File: config.mk
export PLATFORM = sky130hd
export DESIGN_NAME = lcd_arbitro
export DESIGN_NICKNAME = d
export VERILOG_FILES = /design/src/rtl/lcd_arbitro.sv
export SDC_FILE = /design/constraint.sdc
export NUM_CORES = 1
export LEC_CHECK = 0
export BUFFER_PORTS_ARGS = -buffer_cell sky130_fd_sc_hd__buf_4
export CORE_UTILIZATION = 45
export CTS_BUF_LIST = sky130_fd_sc_hd__clkbuf_16
export CTS_CLUSTER_DIAMETER = 40
export DETAILED_ROUTE_END_ITERATION = 8
export GPL_ROUTABILITY_DRIVEN = 0
export PLACE_DENSITY_LB_ADDON = 0.08
export RECOVER_POWER = 25
export SLEW_MARGIN = 10
export SYNTH_ARGS = -nofsm -noshare
export SYNTH_HDL_FRONTEND = slang
export SYNTH_SLANG_ARGS = --single-unit
export TNS_END_PERCENT = 5
File: constraint.sdc
create_clock -name CLK -period 1.35 [get_ports CLK]
set_input_delay 0.135 -clock CLK [delete_from_list [all_inputs] [get_ports CLK]]
set_output_delay 0.135 -clock CLK [all_outputs]
set_load 0.02 [all_outputs]
File: src/rtl/lcd_arbitro.sv
// lcd_arbitro: round-robin arbiter sharing the LCD timing engine between two byte requesters.
// Define LCD_PAUSA_LARGA_EN to add the WAIT_CYC pause after clear (8'h01) / home (8'h02) commands.
module lcd_arbitro #(
   parameter int WAIT_CYC = 82000
) (
   input  logic       CLK,
   input  logic       RST,
   input  logic       INILISTA,
   input  logic       REQ0,
   input  logic       REQ1,
   input  logic [7:0] BYTE0,
   input  logic [7:0] BYTE1,
   input  logic       RS0,
   input  logic       RS1,
   input  logic       TM,
   output logic       INITM,
   output logic [7:0] BYTESAL,
   output logic       LCD_RS,
   output logic       GNT0,
   output logic       GNT1,
   output logic       ACK0,
   output logic       ACK1,
   output logic       BUSY
);
   typedef enum logic [1:0] {ESPERA_INI, LIBRE, ENVIA, PAUSA} estado_t;
   estado_t estado, estado_n;
   logic ult, ult_n, r0, r1, concede, sel, fin, larga, cero;
   logic initm_n, rs_n, g0_n, g1_n, a0_n, a1_n, busy_n;
   logic [7:0] byte_n;
   if (WAIT_CYC < 1 || WAIT_CYC > 131071) begin : g_wait_cyc_fuera_de_rango
   end
   // a requester being acknowledged this cycle is masked so the other one gets the next slot
   assign r0      = REQ0 & ~ACK0;
   assign r1      = REQ1 & ~ACK1;
   assign concede = (estado == LIBRE) && (r0 || r1);
   assign sel     = (r0 && r1) ? ~ult : r1;
   assign fin     = (estado == ENVIA) && TM;
`ifdef LCD_PAUSA_LARGA_EN
   logic [16:0] cnt;
   assign larga = ~LCD_RS && (BYTESAL == 8'h01 || BYTESAL == 8'h02);
   assign cero  = cnt == '0;
   always_ff @(posedge CLK)
      if (RST) cnt <= '0;
      else cnt <= (fin && larga) ? 17'(WAIT_CYC - 1) : cero ? cnt : cnt - 17'd1;
`else
   assign larga = 1'b0;
   assign cero  = 1'b1;
`endif
   always_ff @(posedge CLK)
      if (RST) begin
         estado  <= ESPERA_INI;
         ult     <= 1'b1;
         INITM   <= 1'b0;
         BYTESAL <= 8'h00;
         LCD_RS  <= 1'b0;
         GNT0    <= 1'b0;
         GNT1    <= 1'b0;
         ACK0    <= 1'b0;
         ACK1    <= 1'b0;
         BUSY    <= 1'b1;
      end else begin
         estado  <= estado_n;
         ult     <= ult_n;
         INITM   <= initm_n;
         BYTESAL <= byte_n;
         LCD_RS  <= rs_n;
         GNT0    <= g0_n;
         GNT1    <= g1_n;
         ACK0    <= a0_n;
         ACK1    <= a1_n;
         BUSY    <= busy_n;
      end
   always_comb begin
      estado_n = estado;
      case (estado)
         ESPERA_INI: estado_n = INILISTA ? LIBRE : ESPERA_INI;
         LIBRE:      estado_n = concede ? ENVIA : LIBRE;
         ENVIA:      estado_n = !TM ? ENVIA : larga ? PAUSA : LIBRE;
         default:    estado_n = cero ? LIBRE : PAUSA;
      endcase
   end
   always_comb begin
      initm_n = estado_n == ENVIA;
      g0_n    = concede ? ~sel : GNT0 & initm_n;
      g1_n    = concede ? sel : GNT1 & initm_n;
      a0_n    = fin & GNT0;
      a1_n    = fin & GNT1;
      busy_n  = estado_n != LIBRE;
      byte_n  = concede ? (sel ? BYTE1 : BYTE0) : BYTESAL;
      rs_n    = concede ? (sel ? RS1 : RS0) : LCD_RS;
      ult_n   = concede ? sel : ult;
   end
endmodule

**After elaboration in Yosys (flattened, before gate mapping)**

Cells that the tools add are included.

- Muxes and demuxes: 9
- Equality and inequality tests: 4
- Bitwise logic cells: 10
- Reductions and logical operators: 5

Operators by type and width:

| kind | number |
|---|---|
| $mux 8 | 1 |
| $and 1x1->1 | 6 |
| $pmux 2 s3 | 1 |
| $mux 1 | 5 |
| $eq 2x2->1 const B | 2 |
| $mux 2 | 2 |
| $not 1->1 | 4 |
| $logic_and 1x1->1 | 3 |
| $eq 2x1->1 const B | 1 |
| $logic_not 2->1 | 1 |
| $ne 2x1->1 const B | 1 |
| $logic_or 1x1->1 | 1 |

- Register bits after elaboration: 18
- Output and inout port bits: 15
- Word-level logic and storage cells: 38

**Logic depth before layout (Yosys ltp)**

Gate-level depths: netlist (run 1).

- Depth in word-level cells: 9
- Depth in mapped cells: 5
- Mapped depth without buffers: 4

**Worst setup path after synthesis (run 1)**

OpenSTA, ideal clock, no wires.

- Path type: register to register
- From: register ACK1
- To: register GNT0
- Data arrival time: 1.108 ns
- Period minus slack after synthesis: 1.242 ns
- Cell stages (with the launch flop): 6
- Library setup time: 0.134 ns
- Setup slack: 0.108 ns
- Cells stage by stage: dfxtp_1 > nor2b_4 > o21a_4 > buf_6 > a22oi_1 > nor2_1

- Word-level cells in the longest chain between the ends: 9

RTL lines:

| element | line | source |
|---|---|---|
| start, declared | 22 | `output logic ACK1,` |
| start signal, assigned | 70 | `ACK1 <= a1_n;` |
| $not 1->1 (*) | 34 | `assign r1 = REQ1 & ~ACK1;` |
| $and 1x1->1 (*) | 34 |  |
| $logic_or 1x1->1 | 35 | `assign concede = (estado == LIBRE) && (r0 \|\| r1);` |
| $logic_and 1x1->1 | 35 |  |
| $mux 2 | 77 | `LIBRE: estado_n = concede ? ENVIA : LIBRE;` |
| $pmux 2 s3 | 75 | `case (estado)` |
| $eq 2x2->1 | 83 | `initm_n = estado_n == ENVIA;` |
| $and 1x1->1 | 84 | `g0_n = concede ? ~sel : GNT0 & initm_n;` |
| $mux 1 (*) | 84 |  |
| end signal, assigned | 67 | `GNT0 <= g0_n;` |
| end, declared | 19 | `output logic GNT0,` |

Mark *: on every way between the ends. The rest lies on a longest branch, timed or not.
A chain may end at the register's enable or synchronous reset.

**Final worst setup path (run 1)**

- From: register ACK1
- To: register BYTESAL[2]

- Word-level cells in the longest chain between the ends: 5

RTL lines:

| element | line | source |
|---|---|---|
| $not 1->1 (*) | 34 |  |
| $and 1x1->1 (*) | 34 |  |
| $logic_and 1x1->1 | 36 | `assign sel = (r0 && r1) ? ~ult : r1;` |
| $mux 1 | 36 |  |
| $mux 8 | 89 | `byte_n = concede ? (sel ? BYTE1 : BYTE0) : BYTESAL;` |
| end signal, assigned | 65 | `BYTESAL <= byte_n;` |
| end, declared | 17 | `output logic [7:0] BYTESAL,` |

Marked as above.

==> out/metrics.cfg, run 1 <==
[hold_path]
min_path_type = in2reg
hold_path_end = BYTESAL[6]
hp-start = BYTE0[6]
hold_path_depth = 3

[timing]
setup_viol = 0
period_needed_ns = 1.23
rsz0062_at_grt = no
worst_hold_slack_ns = 0.156
slew_headroom_pct = 70.2
tightest_slew_ns = 0.446
post-route-period-util_pct = 91.2
hold_viol = 0
finClkSkew_ns = 0.00236
drv_slew = 0
fmax_mhz = 812

[floorplanning]
start_util_pct = 49.0
die_h_microns = 45.8
pin_count = 39
core.rowCount = 15
coreArea_sq_um = 1760
die-area_sq_um = 2100
die_w_microns = 45.8

[synth]
async_flop_share_pct = 0
synth_edf_count = 0
yosys_warnings = 0
synthesis.area_sq_um = 865
syn_area_per_cell_sq_um = 9.94
synth_top_area_share_pct = 41.7
ys_seq_area_share_pct = 41.7
synthCells = 87
ys_top_cells_by_area = dfxtp_1 42%, a211oi_2 13%, a21oi_2 9.1%, nor2_1 6.5%, nand2_1 4.8%
mappedNetlistNets = 111
synth_cell_types = 25
ys_ff_latch = 18
synth_ff_type = dfxtp_1
yosysTopAreaCell = dfxtp_1

[final_layout]
layout_commonest_cell = buf_4
final_cells = 148
nNetsFinal = 148
final_cell_mix = 30 x buf_4, 18 x dfxtp_1, 15 x nor2_1
drive_gt1_share_pct = 48.0
n_antenna_cell = 0
num-fill-cells = 177
area_delta_synth_final_pct = 36.9

[detailed_routing]
wl_per_cell_microns = 12.8
drc_errors = 0
vias = 742
viasPerCell = 5.01
ant_nets = 0
routed_wl_microns = 1890
dr.pass1.iters = 3
drt_iter0_drc = 12

[setup_path]
timing.rr.start = ACK1
timing.rr.end = BYTESAL[2]
reg2reg_slack_ns = 0.12
worstSetupPathType = reg2reg
slowest_delay_ns = 0.40
path_cells = nor2b_4 -> o21ai_4 -> a21oi_2 -> a211oi_2
worstPathArrival_ns = 1.39
crit_path_start_kind = flip-flop
r2r_cells = 4
slowest_stage = o21ai_4
cp_max_fo = 11
cp-end-kind = flip-flop
required_ns = 1.51

[placed_design]
dp_cells = 144
dp_hpwl_microns = 1320
io_buffers = 38

[clock_network]
cts-buffers-inserted = 3
root_buffer = clkbuf_16
cts.sinks = 18
clk_pin_slew_ns = 0.05
htreeDepth = 1
cts_tree = yes
clockBufferDepth = 2
cts_setup_buffers = 0
clk_latency_ns = 0.24
hold_buffers = 0

[power_and_ir_drop]
cellPowerDensity_nw_per_um2 = 1250
p_leak_nw = 0.484
ir_worst_vdd_mv = 1.27

[grt]
met1_usage_pct = 23.5
grt-ovfl-total = 0
grt_use_met3_pct = 5.95
grtUsageMet2_pct = 35.1
grt_pass1_wl_microns = 2970
grt_max_degree = 18
track_usage_pct = 20.0
busiest_layer = met2
grt_pass1_vias = 693
antenna_found_initial = 0

[job]
drv_cap = 0

[outcome]
run_status = finished clean

==> critical path, delay by kind of cell (launching register included) <==
kind	cells	cell delay, ns
flops	1	0.38
simple gates	1	0.08
compound gates	3	0.69
==> worst max path at each step <==
stage	from	endpoint	slack, ns	cells after the start
2_1_floorplan	ACK1	GNT0	0.11	5
3_3_place_gp	ACK1	BYTESAL[6]	0.02	4
3_5_place_dp	ACK1	BYTESAL[2]	-0.03	4
4_1_cts	ACK0	BYTESAL[2]	0.07	4
5_1_grt	ACK1	BYTESAL[2]	0.05	4
6_report	ACK1	BYTESAL[2]	0.12	4
==> repair_timing <==
action | in CTS | in global routing
gates resized for setup | 1 | 1
endpoints found under the hold margin | 0 | 0
endpoints found under the setup margin | 10 | 8
==> routing by layer <==
layer / routed length (microns) / vias to the layer above / part of all wire, %
li1: - / 373 / -
met1: 781 / 342 / 41
met2: 979 / 25 / 52
met3: 114 / 2 / 6.0
met4: 18 / 0 / 0.95
met5: 0 / - / 0
==> synth_stat cells (2+ instances only) <==
| library cell | n |
|---|---|
| a22oi_1 | 2 |
| and2_1 | 2 |
| nand2_1 | 11 |
| buf_2 | 2 |
| a21oi_1 | 2 |
| buf_6 | 2 |
| nor2_1 | 15 |
| a211oi_2 | 9 |
| dfxtp_1 | 18 |
| a21oi_2 | 9 |
==> power breakdown <==
| group | total, mW | internal (mW) | switching, mW |
|---|---|---|---|
| clock network | 0.582 | 0.393 | 0.189 |
| logic | 0.309 | 0.135 | 0.173 |
| registers | 0.593 | 0.572 | 0.0216 |
| total | 1.48 | 1.10 | 0.384 |
==> kinds of logic (layout without fill, tap and decap cells) <==
family                 after synthesis  in the layout  share of synthesized area, %
and+or+nand+nor                     36             36                          21.7
AOI/OAI and AO/OA                   27             27                          30.1
DFF                                 18             18                          41.7
buffers and inverters                6             42                          6.51
==> state kept, by name, indices dropped and copies added (netlist names) <==
| name | flops |
|---|---|
| ACK0 | 1 |
| ACK1 | 1 |
| BUSY | 1 |
| BYTESAL | 8 |
| GNT0 | 1 |
| GNT1 | 1 |
| INITM | 1 |
| LCD_RS | 1 |
| estado | 2 |
| ult | 1 |
==> layout make-up <==
class	instances	area [sq um]	area share, %
clock inverters	1	3.75	0.317
clock buffers	3	75.1	6.34
multi-input cells	63	458	38.7
flip-flops and latches	18	360	30.4
well taps	25	31.3	2.64
repair buffers	38	255	21.6
==> per-stage QoR <==
stage	instance area (sq um)	total power, mW	util, %	TNS [ns]	worst slack [ns]
global route	1180	1.54	67.1	0	0.0462
global placement	1120	0.920	63.8	0	0.0179
CTS	1210	1.51	68.7	0	0.0660
detailed placement	1120	0.927	63.8	-0.0841	-0.0343
finish	1180	1.48	67.1	0	0.119
floorplan	865	0.819	-	0	0.108
Note: power is estimated with default switching activity, not from simulation.
==> run 2, diff against run 1 <==
- CTS_BUF_LIST: sky130_fd_sc_hd__clkbuf_16 -> unset
==> out/metrics.cfg, run 2 (synthesis gave the netlist of run 1 again) <==
[setup_path]
crit_path_start_kind = flip-flop
worstPathArrival_ns = 1.47  ; +0.08 ns
slowest_stage = dfxtp_1
cp-end-kind = flip-flop
cp_max_fo = 10  ; -1
slowest_delay_ns = 0.35  ; -0.05 ns
worstSetupPathType = reg2reg
path_cells = nor2b_4 -> and2_4 -> a21oi_2 -> a211oi_2
crit_family = simple AND/OR/NAND/NOR gates
critical_path_buf_inv_count = 0  ; unchanged
required_ns = 1.57  ; +0.06 ns

[timing]
final.setup.tns_ns = 0  ; unchanged
rsz0062_at_grt = no
drv_slew = 0  ; unchanged
finClkSkew_ns = 0.00111  ; -0.00125 ns
slew_headroom_pct = 69.8  ; -0.36 points
fmax_mhz = 798  ; -1.8%
period_needed_ns = 1.25  ; +0.0225 ns
tightest_slew_ns = 0.451  ; +0.00541 ns
post-route-period-util_pct = 92.8  ; +1.7 points
setup_viol = 0  ; unchanged
hold_viol = 0  ; unchanged

[grt]
grt_max_degree = 18  ; unchanged
track_usage_pct = 19.8  ; -0.23 points
antenna_found_initial = 0  ; unchanged
grt_pass1_wl_microns = 2850  ; -4.2%
grt_pass1_vias = 661  ; -4.6%
grt-ovfl-total = 0  ; unchanged

[detailed_routing]
dr.pass1.iters = 3  ; unchanged
drt_iter0_drc = 17  ; +5
wl_per_cell_microns = 12.6  ; -1.6%
viasPerCell = 4.97  ; -0.81%
ant_nets = 0  ; unchanged
vias = 736  ; -0.81%
drc_errors = 0  ; unchanged
routed_wl_microns = 1860  ; -1.6%

[final_layout]
num-fill-cells = 179  ; +1.1%
final_cells = 148  ; unchanged
area_delta_synth_final_pct = 32.0
top_regs = BYTESAL x8, estado x2
n_antenna_cell = 0  ; unchanged
layout_commonest_cell = buf_4
largest-register = BYTESAL
drive_gt1_share_pct = 48.8  ; +0.81 points
nNetsFinal = 148  ; unchanged
final_cell_mix = 30 x buf_4, 18 x dfxtp_1, 15 x nor2_1
largest_reg_flops = 8  ; unchanged

[clock_network]
cts.sinks = 18  ; unchanged
cts-buffers-inserted = 3  ; unchanged
cts_setup_buffers = 0  ; unchanged
root_buffer = clkbuf_4
htreeDepth = 1  ; unchanged
clk_pin_slew_ns = 0.10  ; +0.05 ns
cts_tree = yes
clockBufferDepth = 2  ; unchanged
clk_latency_ns = 0.29  ; +0.05 ns

[outcome]
run_status = finished clean

[floorplanning]
die_w_microns = 45.8  ; unchanged
coreArea_sq_um = 1760  ; unchanged
die-area_sq_um = 2100  ; unchanged
core.rowCount = 15  ; unchanged
start_util_pct = 49.0  ; unchanged
pin_count = 39  ; unchanged
die_h_microns = 45.8  ; unchanged

[power_and_ir_drop]
cellPowerDensity_nw_per_um2 = 1080  ; -14%
p_leak_nw = 0.467  ; -3.6%
ir_worst_vdd_mv = 0.724  ; -43%

[job]
drv_cap = 0  ; unchanged

[hold_path]
min_path_type = in2reg

[placed_design]
dp_hpwl_microns = 1320  ; unchanged
dp_cells = 144  ; unchanged
io_buffers = 38  ; unchanged

[run 2: changes by cell type in the layout (fill, tap and decap cells not counted)]
| cell | delta |
|---|---|
| clkbuf_8 | +1 |
| clkinv_1 | -1 |
| clkbuf_4 | +3 |
| clkbuf_16 | -3 |
[run 2: stage by stage]
step                      utilization, %  total power, mW  cell area (sq um)  hold slack, ns  setup WS, ns
after detailed placement            63.8            0.927               1120           0.414       -0.0343
after floorplan                        -            0.819                865           0.293         0.108
after global routing                64.7             1.29               1140          0.0892        0.0276
after CTS                           66.2             1.26               1170          0.0887        0.0662
final                               64.7             1.23               1140          0.0959        0.0965
after global placement              63.8            0.920               1120           0.409        0.0179
[run 2: worst register-to-register path, stage by stage, from the launching register on]
cell      delay, ns
dfxtp_1        0.35
nor2b_4        0.21
and2_4         0.30
a21oi_2        0.09
a211oi_2       0.23
[run 2: final timing paths]
check / to / slack (ns) / startpoint / depth (start not counted)
setup reg to reg: BYTESAL[2] / 0.1 / ACK1 / 4
hold reg to reg: ult / 0.49 / ult / 2
setup / recovery: BYTESAL[2] / 0.1 / ACK1 / 4
hold / removal: BYTESAL[6] / 0.1 / BYTE0[6] / 3
[run 2: area by class of cell]
class                           instances  area (sq um)  area share [%]
Clock buffer                            4          36.3            3.18
Multi-Input combinational cell         63           458            40.1
Sequential cell                        18           360            31.6
Tap cell                               25          31.3            2.74
Timing Repair Buffer                   38           255            22.4
[run 2: metal layers]
| layer | vias up | share of wire (%) | global-route usage [%] |
|---|---|---|---|
| met4 | 0 | 1.6 | 10.6 |
| met3 | 4 | 6.2 | 5.95 |
| met1 | 338 | 43 | 23.5 |
| li1 | 369 | - | - |
| met5 | - | 0 | 0 |
| met2 | 25 | 49 | 31.7 |
[run 2: what timing repair did]
action	in CTS	in global routing
setup endpoints to repair	9	9
hold buffers	0	0
gates resized for setup	1	1
[run 2: power by group]
part | internal, mW | total [mW] | switching, mW
clock network | 0.164 | 0.329 | 0.165
registers | 0.570 | 0.592 | 0.0215
logic | 0.135 | 0.308 | 0.173
total | 0.870 | 1.23 | 0.359
